===== config.mk =====
export PLATFORM = sky130hd
export DESIGN_NAME = fusion_issue_scheduler
export DESIGN_NICKNAME = d
export VERILOG_FILES = /design/src/rtl/fusion_pkg.sv /design/src/rtl/fusion_pair_match.sv /design/src/rtl/fusion_issue_scheduler.sv
export SDC_FILE = /design/constraint.sdc
export NUM_CORES = 1
export LEC_CHECK = 0
export BUFFER_PORTS_ARGS = -buffer_cell sky130_fd_sc_hd__clkbuf_2
export CAP_MARGIN = 20
export CORE_MARGIN = 2
export CORE_UTILIZATION = 50
export CTS_CLUSTER_DIAMETER = 100
export DETAILED_ROUTE_END_ITERATION = 8
export GPL_ROUTABILITY_DRIVEN = 1
export PLACE_DENSITY = 0.71
export SKIP_LAST_GASP = 1
export SLEW_MARGIN = 20
export SYNTH_ARGS = -nofsm -noshare
export SYNTH_HDL_FRONTEND = slang
export SYNTH_SLANG_ARGS = --single-unit

===== constraint.sdc =====
create_clock -name clk -period 4.7 [get_ports clk]
set_clock_uncertainty 0.05 [all_clocks]
set_input_delay 0.235 -clock clk [delete_from_list [all_inputs] [get_ports clk]]
set_output_delay 0.235 -clock clk [all_outputs]
set_load 0.05 [all_outputs]

===== src/rtl/fusion_pkg.sv =====
// Shared opcode constants, issue-type encodings and scheduler states for the fusion issue scheduler.
package fusion_pkg;

  localparam logic [3:0] OP_LOAD   = 4'h7;
  localparam logic [3:0] OP_STORE  = 4'h6;
  localparam logic [3:0] OP_CUSTOM = 4'hF;

  typedef enum logic [1:0] {
    TYPE_SINGLE  = 2'd0,
    TYPE_LOAD    = 2'd1,
    TYPE_STORE   = 2'd2,
    TYPE_COMPUTE = 2'd3
  } fuse_type_t;

  typedef enum logic [1:0] {
    ST_EMPTY = 2'd0,
    ST_HOLD  = 2'd1,
    ST_READY = 2'd2
  } sched_state_t;

  function automatic logic [3:0] opcode(input logic [15:0] inst);
    return inst[15:12];
  endfunction

endpackage


===== src/rtl/fusion_pair_match.sv =====
// Combinational detector for the fusable head pair (A = head, B = head+1) and fused-word former.
module fusion_pair_match
  import fusion_pkg::*;
(
  input  logic [15:0] a,
  input  logic [15:0] b,
  output logic        match,
  output fuse_type_t  fuse_type,
  output logic [15:0] word
);

  logic is_load;
  logic is_store;
  logic is_compute;

  always_comb begin
    is_load    = (opcode(a) == OP_LOAD)   && (opcode(b) == OP_CUSTOM) && (a[11:9] == b[8:6]);
    is_store   = (opcode(a) == OP_CUSTOM) && (opcode(b) == OP_STORE)  && (a[11:9] == b[11:9]);
    is_compute = (opcode(a) == OP_CUSTOM) && (opcode(b) == OP_CUSTOM) && (a[11:10] == b[11:10]);

    match     = 1'b0;
    fuse_type = TYPE_SINGLE;
    word      = a;
    // Load wins over store, store over compute, when several patterns overlap.
    if (is_load) begin
      match     = 1'b1;
      fuse_type = TYPE_LOAD;
      word      = {b[15:6], a[5:0]};
    end else if (is_store) begin
      match     = 1'b1;
      fuse_type = TYPE_STORE;
      word      = {a[15:6], b[5:0]};
    end else if (is_compute) begin
      match     = 1'b1;
      fuse_type = TYPE_COMPUTE;
      word      = {a[15:10], a[9:6] | b[9:6], a[5:0]};
    end
  end

endmodule


===== src/rtl/fusion_issue_scheduler.sv =====
// Instruction window that issues head instructions singly or fused with their successor,
// holding a lone head for a bounded number of cycles waiting for a partner.
module fusion_issue_scheduler
  import fusion_pkg::*;
#(
  parameter int DEPTH       = 4,
  parameter int HOLD_CYCLES = 2
) (
  input  logic        clk,
  input  logic        rst,
  input  logic [15:0] in_inst,
  input  logic        in_valid,
  output logic        in_ready,
  input  logic        fuse_en,
  input  logic        flush,
  output logic [15:0] out_inst,
  output logic [1:0]  out_type,
  output logic        out_valid,
  input  logic        out_ready,
  output logic [31:0] issue_count,
  output logic [31:0] fuse_count
);

  localparam int PW = $clog2(DEPTH);
  localparam int CW = PW + 1;
  localparam int HW = $clog2(HOLD_CYCLES + 2);

  logic [15:0]   mem [DEPTH];
  logic [PW-1:0] head;
  logic [PW-1:0] tail;
  logic [CW-1:0] count;
  logic [CW-1:0] count_next;
  logic [HW-1:0] hold_cnt;
  logic [HW-1:0] hold_next;

  sched_state_t state;
  sched_state_t next_state;

  logic        push;
  logic        slot_free;
  logic        issue;
  logic [1:0]  pops;
  logic [15:0] issue_word;
  fuse_type_t  issue_type;

  logic [15:0] head_inst;
  logic [15:0] next_inst;
  logic        pair_match;
  fuse_type_t  pair_type;
  logic [15:0] pair_word;

  assign in_ready  = (count < CW'(DEPTH));
  assign push      = in_valid && in_ready;
  assign slot_free = !out_valid || out_ready;
  assign head_inst = mem[head];
  assign next_inst = mem[head + PW'(1)];

  fusion_pair_match u_match (
    .a         (head_inst),
    .b         (next_inst),
    .match     (pair_match),
    .fuse_type (pair_type),
    .word      (pair_word)
  );

  always_ff @(posedge clk) begin
    if (rst) begin
      state    <= ST_EMPTY;
      head     <= '0;
      tail     <= '0;
      count    <= '0;
      hold_cnt <= '0;
    end else begin
      state    <= next_state;
      count    <= count_next;
      hold_cnt <= hold_next;
      head     <= head + PW'(pops);
      if (push) tail <= tail + PW'(1);
    end
  end

  always_ff @(posedge clk) begin
    if (push) mem[tail] <= in_inst;
  end

  // State mirrors the registered occupancy, so B is only looked at once it has really been written.
  always_comb begin
    next_state = state;
    issue      = 1'b0;
    pops       = 2'd0;
    issue_word = head_inst;
    issue_type = TYPE_SINGLE;
    hold_next  = hold_cnt;

    case (state)
      ST_HOLD: begin
        if (slot_free) begin
          if (flush || !fuse_en || (hold_cnt >= HW'(HOLD_CYCLES))) begin
            issue = 1'b1;
            pops  = 2'd1;
          end else begin
            hold_next = hold_cnt + HW'(1);
          end
        end
      end
      ST_READY: begin
        if (slot_free) begin
          issue = 1'b1;
          if (fuse_en && pair_match) begin
            pops       = 2'd2;
            issue_word = pair_word;
            issue_type = pair_type;
          end else begin
            pops = 2'd1;
          end
        end
      end
      default: ;
    endcase

    if (issue || (state != ST_HOLD)) hold_next = '0;

    count_next = count + CW'(push) - CW'(pops);

    if (count_next == '0) begin
      next_state = ST_EMPTY;
    end else if (count_next == CW'(1)) begin
      next_state = ST_HOLD;
    end else begin
      next_state = ST_READY;
    end
  end

  always_ff @(posedge clk) begin
    if (rst) begin
      out_inst  <= '0;
      out_type  <= '0;
      out_valid <= 1'b0;
    end else if (issue) begin
      out_inst  <= issue_word;
      out_type  <= issue_type;
      out_valid <= 1'b1;
    end else if (out_ready) begin
      out_valid <= 1'b0;
    end
  end

  always_ff @(posedge clk) begin
    if (rst) begin
      issue_count <= '0;
      fuse_count  <= '0;
    end else if (out_valid && out_ready) begin
      issue_count <= issue_count + 32'd1;
      if (out_type != TYPE_SINGLE) fuse_count <= fuse_count + 32'd1;
    end
  end

endmodule


==> impl_metrics.yaml, run 1 <==
outcome:
  status: "complete, no violations"
pwr:
  leakagePower_nw: 3.19
  power_mw: 3.75
  peakVddDrop_uv: 311
  power.density_nw_per_um2: 435
grt:
  grt_pass1_wl_mm: 26.8
  grt_pass1_vias: 5539
  grt_max_degree: 60
  grt_overflow: 0
  antenna_found_initial: 0
  gr-usage-all-layers: 0.213
sta:
  report.final.slew_viol_count: 0
  whs_ps: 120
  finalWorstSetupSlack_ps: 566
  rsz0062_at_grt: "no"
  finalSetupTns_ps: 0
  fmax_mhz: 242
  tightest_slew_ps: 919
  finalCriticalPeriod_ps: 4130
  setup_viol: 0
  fin_crit_sh: 0.880
  finalHoldViolCount: 0
  slew_headroom: 0.387
cells_and_area:
  nets: 825
  fillers: 1193
  final_cells: 987
  diodes: 0
  area_delta_synth_final_pct: 18.7
  drive_gt1_frac: 0.210
logic_synthesis:
  yosysSeqAreaShare: 0.523
  ys_async_sr_fraction: 0
  muxShareOfSynthArea: 0.0700
  syn_area_sq_um: 7270
  yosys.area.top_type: "edfxtp_1"
  yosysMostFrequentCell: "dfxtp_1"
  yosys-top-cells-area: "edfxtp_1 (26%), dfxtp_1 (26%), xor2_1 (4.9%)"
  yosys.area_share.adder: 0.0234
  ys_ff_latch: 158
  synth_fp_nets: 713
  synth_area_per_cell_sq_um: 10.7
  yosys.area_share.simple: 0.182
  synth_compound_area_frac: 0.0891
  netlist_instances: 678
  synth-edff-count: 64
  synthTopCellsByCount: "dfxtp_1 (94), nor2_1 (92), edfxtp_1 (64)"
  synth_top_family_by_area: "simple AND/OR/NAND/NOR gates"
  synth_top_area_share: 0.264
  yosysUniqueCellTypes: 59
  ys_warn_count: 0
  ys.flop_type: "dfxtp_1"
  synth-xor-area-share: 0.0840
placed_design:
  portBuffers: 105
  hpwlAfterDp_mm: 10.7
  dpl_worst_slack_ps: 549
  dp.cells: 939
  globalplace.congestion: 0.823
floorplan:
  design.core.area_sq_um: 14400
  die_area_sq_um: 15500
  die_x_um: 125
  row_count: 44
  start_util: 0.506
  ios: 106
  fp.dieH_um: 125
setup_path:
  start_kind: "flop"
  crit_required_ps: 4960
  cp-end-kind: "flop"
  worstPathCellList: "buf_4 > nand2b_1 > a21oi_1 > or4_1 > a2111oi_2 > nor2_1 > ha_1 > fa_1 > xnor2_1 > xnor2_1 > nor2b_1 > or2_2"
  cpMostUsedCell: "xnor2_1"
  slowest_delay_ps: 620
  crit_slowest_cell: "or4_1"
  critPathKind: "flop to flop"
  cp_max_fo: 43
  worstPathArrival_ps: 4390
detailed_routing:
  vias: 5544
  routedWlPerCell_um: 16.0
  first_pass_iters: 4
  via_per_inst: 5.62
  drc: 0
  routed_wl_mm: 15.8
  final_antenna_net_count: 0
  drtIter0Drc: 388
clocking:
  worstSkewPairLatency_ps: 420
  cts.sink_count: 158
  ctsLongestPathBuffers: 2
  clk_pin_slew_ps: 60
  cts_tree: "built"
  tritoncts.num_buffers: 17
  cts_max_level: 4
  root_buffer: "clkbuf_16"
  cts_resized: 0
worst_hold_path:
  hp-class: "input port to flop"
flow_run:
  cap_violations: 0
## area by class of cell
cell class | instances | area [sq um] | share of cell area
sequential | 158 | 3800 | 0.441
multi-input combinational | 474 | 3270 | 0.379
timing repair buffer | 126 | 723 | 0.0838
clock buffer | 19 | 433 | 0.0501
tap | 184 | 230 | 0.0267
clock inverter | 13 | 123 | 0.0142
inverter | 13 | 48.8 | 0.00565
## sequential cells by signal, summed over array words and instances (netlist names), 3 cells and up
name         flops
issue_count     32
count            3
fuse_count      32
mem             64
out_inst        16
## worst paths after layout
check	from	endpoint	slack, ps	cells after the start
worst min-delay path	out_ready	issue_count[1]$_SDFFE_PP0P_	120	3
worst min register to register	out_inst[12]$_SDFFE_PP0P_	out_inst[12]$_SDFFE_PP0P_	410	2
worst max-delay path	head[1]$_SDFF_PP0_	state[1]$_SDFF_PP0_	570	12
worst max register to register	head[1]$_SDFF_PP0_	state[1]$_SDFF_PP0_	570	12
## logic make-up (layout without fill, tap and decap cells)
kind of cell | after synthesis | in the layout
AO/OA/AOI/OAI | 100 | 100
XOR/XNOR | 68 | 68
adder cells (fa/ha/maj) | 13 | 13
buffers and inverters | 46 | 171
flip-flops | 158 | 158
multiplexers | 32 | 32
AND/OR/NAND/NOR | 261 | 261
## critical path: cells and delay by family, from the launching register on
| family | cells | cell delay, ps |
|---|---|---|
| compound gates | 2 | 570 |
| xor+xnor | 2 | 290 |
| flops | 1 | 500 |
| simple gates | 5 | 1350 |
| fa+ha+maj | 2 | 740 |
| buf+inv | 1 | 500 |
## per-stage QoR
step           utilization  area (sq um)
4_1_cts              0.601          8630
3_5_place_dp         0.551          7920
3_3_place_gp         0.551          7920
6_report             0.601          8630
2_1_floorplan            -          7270
5_1_grt              0.601          8630
## placed cells by master (no fill, tap or decap), types with 6 or more instances in the layout
cell	netlist	layout
ha_1	12	12
and2_1	6	6
dlygate4sd3_1	0	16
a311oi_1	7	7
clkbuf_16	0	17
edfxtp_1	64	64
a31oi_1	7	7
xnor2_1	25	25
nand2_1	47	47
inv_1	13	13
clkbuf_2	0	104
and3_1	14	14
mux2i_1	13	13
dfxtp_1	94	93
nor2_1	92	92
nand3_1	20	20
a21oi_1	32	32
nor3_1	8	6
nand4_1	17	17
o21ai_0	21	21
and4_1	10	10
mux4_2	12	12
xor2_1	41	41
or3_1	15	15
nor2b_1	10	10
a211oi_1	10	10
## metal layers
metal  track usage  vias up  wire length [um]
met5             0        -                 0
met2         0.357      144              7850
met3        0.0451       25               806
li1              -     2691                 -
met4        0.0793        0               303
met1         0.271     2684              6810
## where the power goes
group | internal [mW] | switching, mW
clock network | 0.771 | 0.516
logic | 0.305 | 0.524
registers | 1.56 | 0.0779
## timing repair
| action | in CTS | in global routing |
|---|---|---|
| endpoints found under the hold margin | 64 | 0 |
| hold buffers | 16 | 0 |
| setup buffers | 0 | 0 |
Note: power is estimated with default switching activity, not from simulation.
==> run 2, diff against run 1 <==
CORE_UTILIZATION = 30   (was 50)
PLACE_DENSITY = default   (was 0.71)
TNS_END_PERCENT = 30   (was default)
==> run 2 against run 1 <==
Net effect:
- global-route usage is 8.0 points lower
- die area rose by 64%
- sequential power about the same
- count of clock-buffer cells in the layout down 1
- power is 5.8% higher
- routed wire length rose by 6.4%
- worst hold slack improved by 14 ps
- utilization decreased by 22 points
- final area rose by 3.1%
- critical endpoint unchanged
- largest cell class unchanged
==> impl_metrics.yaml, run 2 (same netlist as run 1, synthesis figures left out) <==
pwr:
  p_switching_mw: 1.20
  power.density_nw_per_um2: 446
  peakVddDrop_uv: 304
  comb_power_share: 0.210
  pwr-share-seq: 0.411
  internal_power_mw: 2.77
  p_sw_frac: 0.303
  clkPwrFrac: 0.378
  leakagePower_nw: 3.24
clocking:
  cts_setup_buffers: 0
  tritoncts.num_buffers: 17
  cts_resized: 0
  ctsLongestPathBuffers: 2
  root_buffer: "clkbuf_16"
  worstSkewPairLatency_ps: 430
  holdBufCountCts: 16
  cts.sink_count: 158
  cts_tree: "built"
  clk_pin_slew_ps: 70
  cts_max_level: 4
detailed_routing:
  vias: 5440
  final_antenna_net_count: 0
  routed_wl_mm: 16.8
  first_pass_iters: 4
  drc: 0
  via_per_inst: 4.84
  drtIter0Drc: 334
  routedWlPerCell_um: 14.9
grt:
  grt_max_degree: 62
  antenna_found_initial: 0
  grt_pass1_wl_mm: 27.2
  gr-usage-all-layers: 0.133
  grt_overflow: 0
  grt_pass1_vias: 5170
sta:
  slew_headroom: 0.329
  rsz0062_at_grt: "no"
  finalSetupTns_ps: 0
  report.final.slew_viol_count: 0
  finalHoldViolCount: 0
  finalCriticalPeriod_ps: 4000
  fin_crit_sh: 0.850
  fmax_mhz: 250
  tightest_slew_ps: 1010
  setup_viol: 0
setup_path:
  cp_max_fo: 45
  slowest_delay_ps: 580
  crit_required_ps: 4960
  worstPathCellList: "buf_4 > mux4_2 > nor3_2 > o21ai_1 > a2111oi_2 > nor2_1 > ha_1 > fa_1 > xnor2_1 > xnor2_1 > nor2b_1 > or2_2"
  cpMostUsedCell: "xnor2_1"
  worstPathArrival_ps: 4250
  cp-end-kind: "flop"
  crit_slowest_cell: "mux4_2"
  critPathKind: "flop to flop"
  start_kind: "flop"
cells_and_area:
  final_common_cell: "clkbuf_2"
  final_area_sq_um: 8900
  largest_register_ffs: 64
  fillers: 2345
  nets: 827
  area_delta_synth_final_pct: 22.4
  largestRegisters: "mem (64), fuse_count (32), issue_count (32)"
  largest_register: "mem"
  drive_gt1_frac: 0.217
  final_cell_mix: "clkbuf_2 (104), dfxtp_1 (93), nor2_1 (92)"
  diodes: 0
floorplan:
  start_util: 0.308
  design.core.area_sq_um: 23600
  ios: 106
  die_x_um: 160
  die_area_sq_um: 25500
  fp.dieH_um: 160
  row_count: 56
flow_run:
  cap_violations: 0
worst_hold_path:
  hp-class: "input port to flop"
placed_design:
  portBuffers: 105
  globalplace.congestion: 0.835
  hpwlAfterDp_mm: 11.5
  placed_area_sq_um: 8110
outcome:
  status: "complete, no violations"
## run 2: routing by layer
layer  GRT usage  wire length, um  share of wire
met1       0.169             7840           0.47
met2       0.222             8060           0.48
met3      0.0270              651          0.039
met4      0.0504              238          0.014
met5           0                0              0
## run 2: power groups by stage
stage / clock network, mW / registers [mW] / logic [mW]
5_1_grt: 1.60 / 1.65 / 0.915
6_report: 1.50 / 1.63 / 0.835
3_5_place_dp: 0 / 1.66 / 0.830
3_3_place_gp: 0 / 1.66 / 0.826
4_1_cts: 1.54 / 1.63 / 0.844
2_1_floorplan: 0 / 1.78 / 0.514
## run 2: final timing paths
| kind | start | endpoint | slack, ps | depth (start not counted) |
|---|---|---|---|---|
| worst max register to register | head[0]$_SDFF_PP0_ | state[1]$_SDFF_PP0_ | 700 | 12 |
| worst min-delay path | out_ready | issue_count[1]$_SDFFE_PP0P_ | 130 | 3 |
| worst max-delay path | head[0]$_SDFF_PP0_ | state[1]$_SDFF_PP0_ | 700 | 12 |
| worst min register to register | out_inst[13]$_SDFFE_PP0P_ | out_inst[13]$_SDFFE_PP0P_ | 410 | 2 |
## run 2: layout make-up
cell class	instances	area [sq um]	area share
Clock inverter	14	206	0.0232
Multi-Input combinational cell	474	3270	0.368
Inverter	13	48.8	0.00548
Clock buffer	18	429	0.0482
Tap cell	319	399	0.0448
Timing Repair Buffer	128	741	0.0832
Sequential cell	158	3800	0.427
## run 2: stage by stage
stage                     std cells   util  setup slack [ps]  hold slack [ps]  total power [mW]
after floorplan                 678      -               544              264              2.29
after global placement         1076  0.343               769              395              2.49
after CTS                      1124  0.377               689              113              4.02
after detailed placement       1076  0.343               707              402              2.49
after global routing           1124  0.377               369              169              4.16
final                          1124  0.377               704              134              3.97
## run 2: worst max-delay path: cells and delay by family (launching register included)
family          cells  cell delay (ps)
compound gates      2              700
fa+ha+maj           2              750
simple gates        4              700
buf+inv             1              440
mux                 1              580
flops               1              360
xor+xnor            2              280
==> run 3, diff against run 2 <==
BUFFER_PORTS_ARGS = -buffer_cell sky130_fd_sc_hd__buf_2   (was -buffer_cell sky130_fd_sc_hd__clkbuf_2)
CORE_MARGIN = default   (was 2)
==> run 3 against run 2 <==
Net effect:
- final cell count about the same
- sequential cell count unchanged
- count of clock-buffer cells in the layout decreased by 1
- worst hold slack got worse by 27 ps
- sequential share of layout area increased by 0.096 points
- non-clock buffer count decreased by 1
- combinational power increased by 1%
- maximum frequency decreased by 2.4%
- clock power about the same
- critical path type unchanged
==> impl_metrics.yaml, run 3 (same netlist as run 1, synthesis figures left out) <==
cells_and_area:
  area_delta_synth_final_pct: 22.1
  final_area_sq_um: 8880
  nets: 826
  largest_register: "mem"
  largest_register_ffs: 64
  drive_gt1_frac: 0.218
  largestRegisters: "mem (64), fuse_count (32), issue_count (32)"
  final_common_cell: "buf_2"
  diodes: 0
  fillers: 2371
  final_cells: 1123
  final_cell_mix: "buf_2 (104), dfxtp_1 (93), nor2_1 (92)"
placed_design:
  globalplace.congestion: 0.774
  dp.cells: 1075
  hpwlAfterDp_mm: 11.2
  placed_area_sq_um: 8100
  portBuffers: 105
detailed_routing:
  drc: 0
  via_per_inst: 4.85
  first_pass_iters: 5
  final_antenna_net_count: 0
  drtIter0Drc: 340
  vias: 5445
  routedWlPerCell_um: 15.0
  routed_wl_mm: 16.9
pwr:
  power.density_nw_per_um2: 444
  power_mw: 3.94
  peakVddDrop_uv: 285
  leakagePower_nw: 3.31
grt:
  gr-usage-all-layers: 0.139
  grt_pass1_wl_mm: 26.8
  grt_util_met1: 0.178
  grt_pass1_vias: 5092
  grt_overflow: 0
  antenna_found_initial: 0
  grt_max_degree: 93
  grt_util_met3: 0.0345
  use_met2: 0.232
  gr-max-usage-layer: "met2"
sta:
  fmax_mhz: 244
  rsz0062_at_grt: "no"
  report.final.slew_viol_count: 0
  fin_crit_sh: 0.871
  finalSetupTns_ps: 0
  finalHoldViolCount: 0
  tightest_slew_ps: 1050
  setup_viol: 0
  finalCriticalPeriod_ps: 4100
  slew_headroom: 0.302
worst_hold_path:
  worstHoldPathCells: 3
  hp-class: "input port to flop"
outcome:
  status: "complete, no violations"
floorplan:
  fp.dieH_um: 158
  ios: 106
  design.core.area_sq_um: 23600
  start_util: 0.308
  die_x_um: 158
  row_count: 56
  die_area_sq_um: 24900
clocking:
  clk_pin_slew_ps: 70
  cts_tree: "built"
  ctsLongestPathBuffers: 2
  cts_max_level: 4
  worstSkewPairLatency_ps: 430
  tritoncts.num_buffers: 17
  cts.sink_count: 158
  root_buffer: "clkbuf_16"
setup_path:
  critPathKind: "flop to flop"
  cp_max_fo: 45
  start_kind: "flop"
  crit_required_ps: 4950
  cp-end-kind: "flop"
  worstPathArrival_ps: 4340
  ff2ff_path_depth: 12
flow_run:
  cap_violations: 0
run 3: cell types whose count changed in the layout (fill, tap and decap cells not counted), sizes merged:
cell      previous run  this run
clkinv               2         3
clkbuf             122        17
inv                 18        21
clkinvlp             3         1
bufinv               4         3
buf                  8       111
run 3: per-stage QoR:
stage	setup WS (ps)	hold WS, ps	util
after floorplan	544	264	-
after global placement	753	393	0.343
after detailed placement	658	401	0.343
after CTS	603	83.6	0.376
after global routing	251	90.9	0.376
final	605	107	0.376
run 3: power by group:
part	total [mW]	switching (mW)	leakage (nW)	internal (mW)
clock network	1.47	0.610	0.306	0.857
registers	1.63	0.0728	1.35	1.56
logic	0.846	0.537	1.66	0.309
run 3: area by class of cell:
| type | count | area [sq um] | share of cell area |
|---|---|---|---|
| Clock inverter | 15 | 198 | 0.0223 |
| Sequential cell | 158 | 3800 | 0.428 |
| Multi-Input combinational cell | 474 | 3270 | 0.368 |
| Inverter | 13 | 48.8 | 0.00549 |
| Timing Repair Buffer | 127 | 733 | 0.0826 |
| Tap cell | 319 | 399 | 0.0449 |
| Clock buffer | 17 | 425 | 0.0479 |
run 3: final timing paths:
kind                                  start                          end  slack [ps]
hold reg to reg   out_inst[14]$_SDFFE_PP0P_    out_inst[14]$_SDFFE_PP0P_         410
setup / recovery         head[0]$_SDFF_PP0_          state[1]$_SDFF_PP0_         600
setup reg to reg         head[0]$_SDFF_PP0_          state[1]$_SDFF_PP0_         600
hold / removal                    out_ready  issue_count[1]$_SDFFE_PP0P_         110
run 3: repair_timing:
action | CTS | global route
hold buffers | 16 | 0
buffers inserted | 0 | 0
gates resized for setup | 0 | 0
hold endpoints to repair | 64 | 0
run 3: metal layers:
layer / vias to the layer above / share of wire
met2: 143 / 0.48
met3: 11 / 0.049
li1: 2688 / -
met5: - / 0
met1: 2603 / 0.46
met4: 0 / 0.0079
run 3: worst max-delay path, cell delays in order (launching register included):
cell	delay, ps
dfxtp_1	350
buf_4	460
mux4_2	580
nor3_2	210
o21ai_1	140
a2111oi_2	590
nor2_1	80
ha_1	320
fa_1	440
xnor2_1	190
xnor2_1	90
nor2b_1	140
or2_2	310
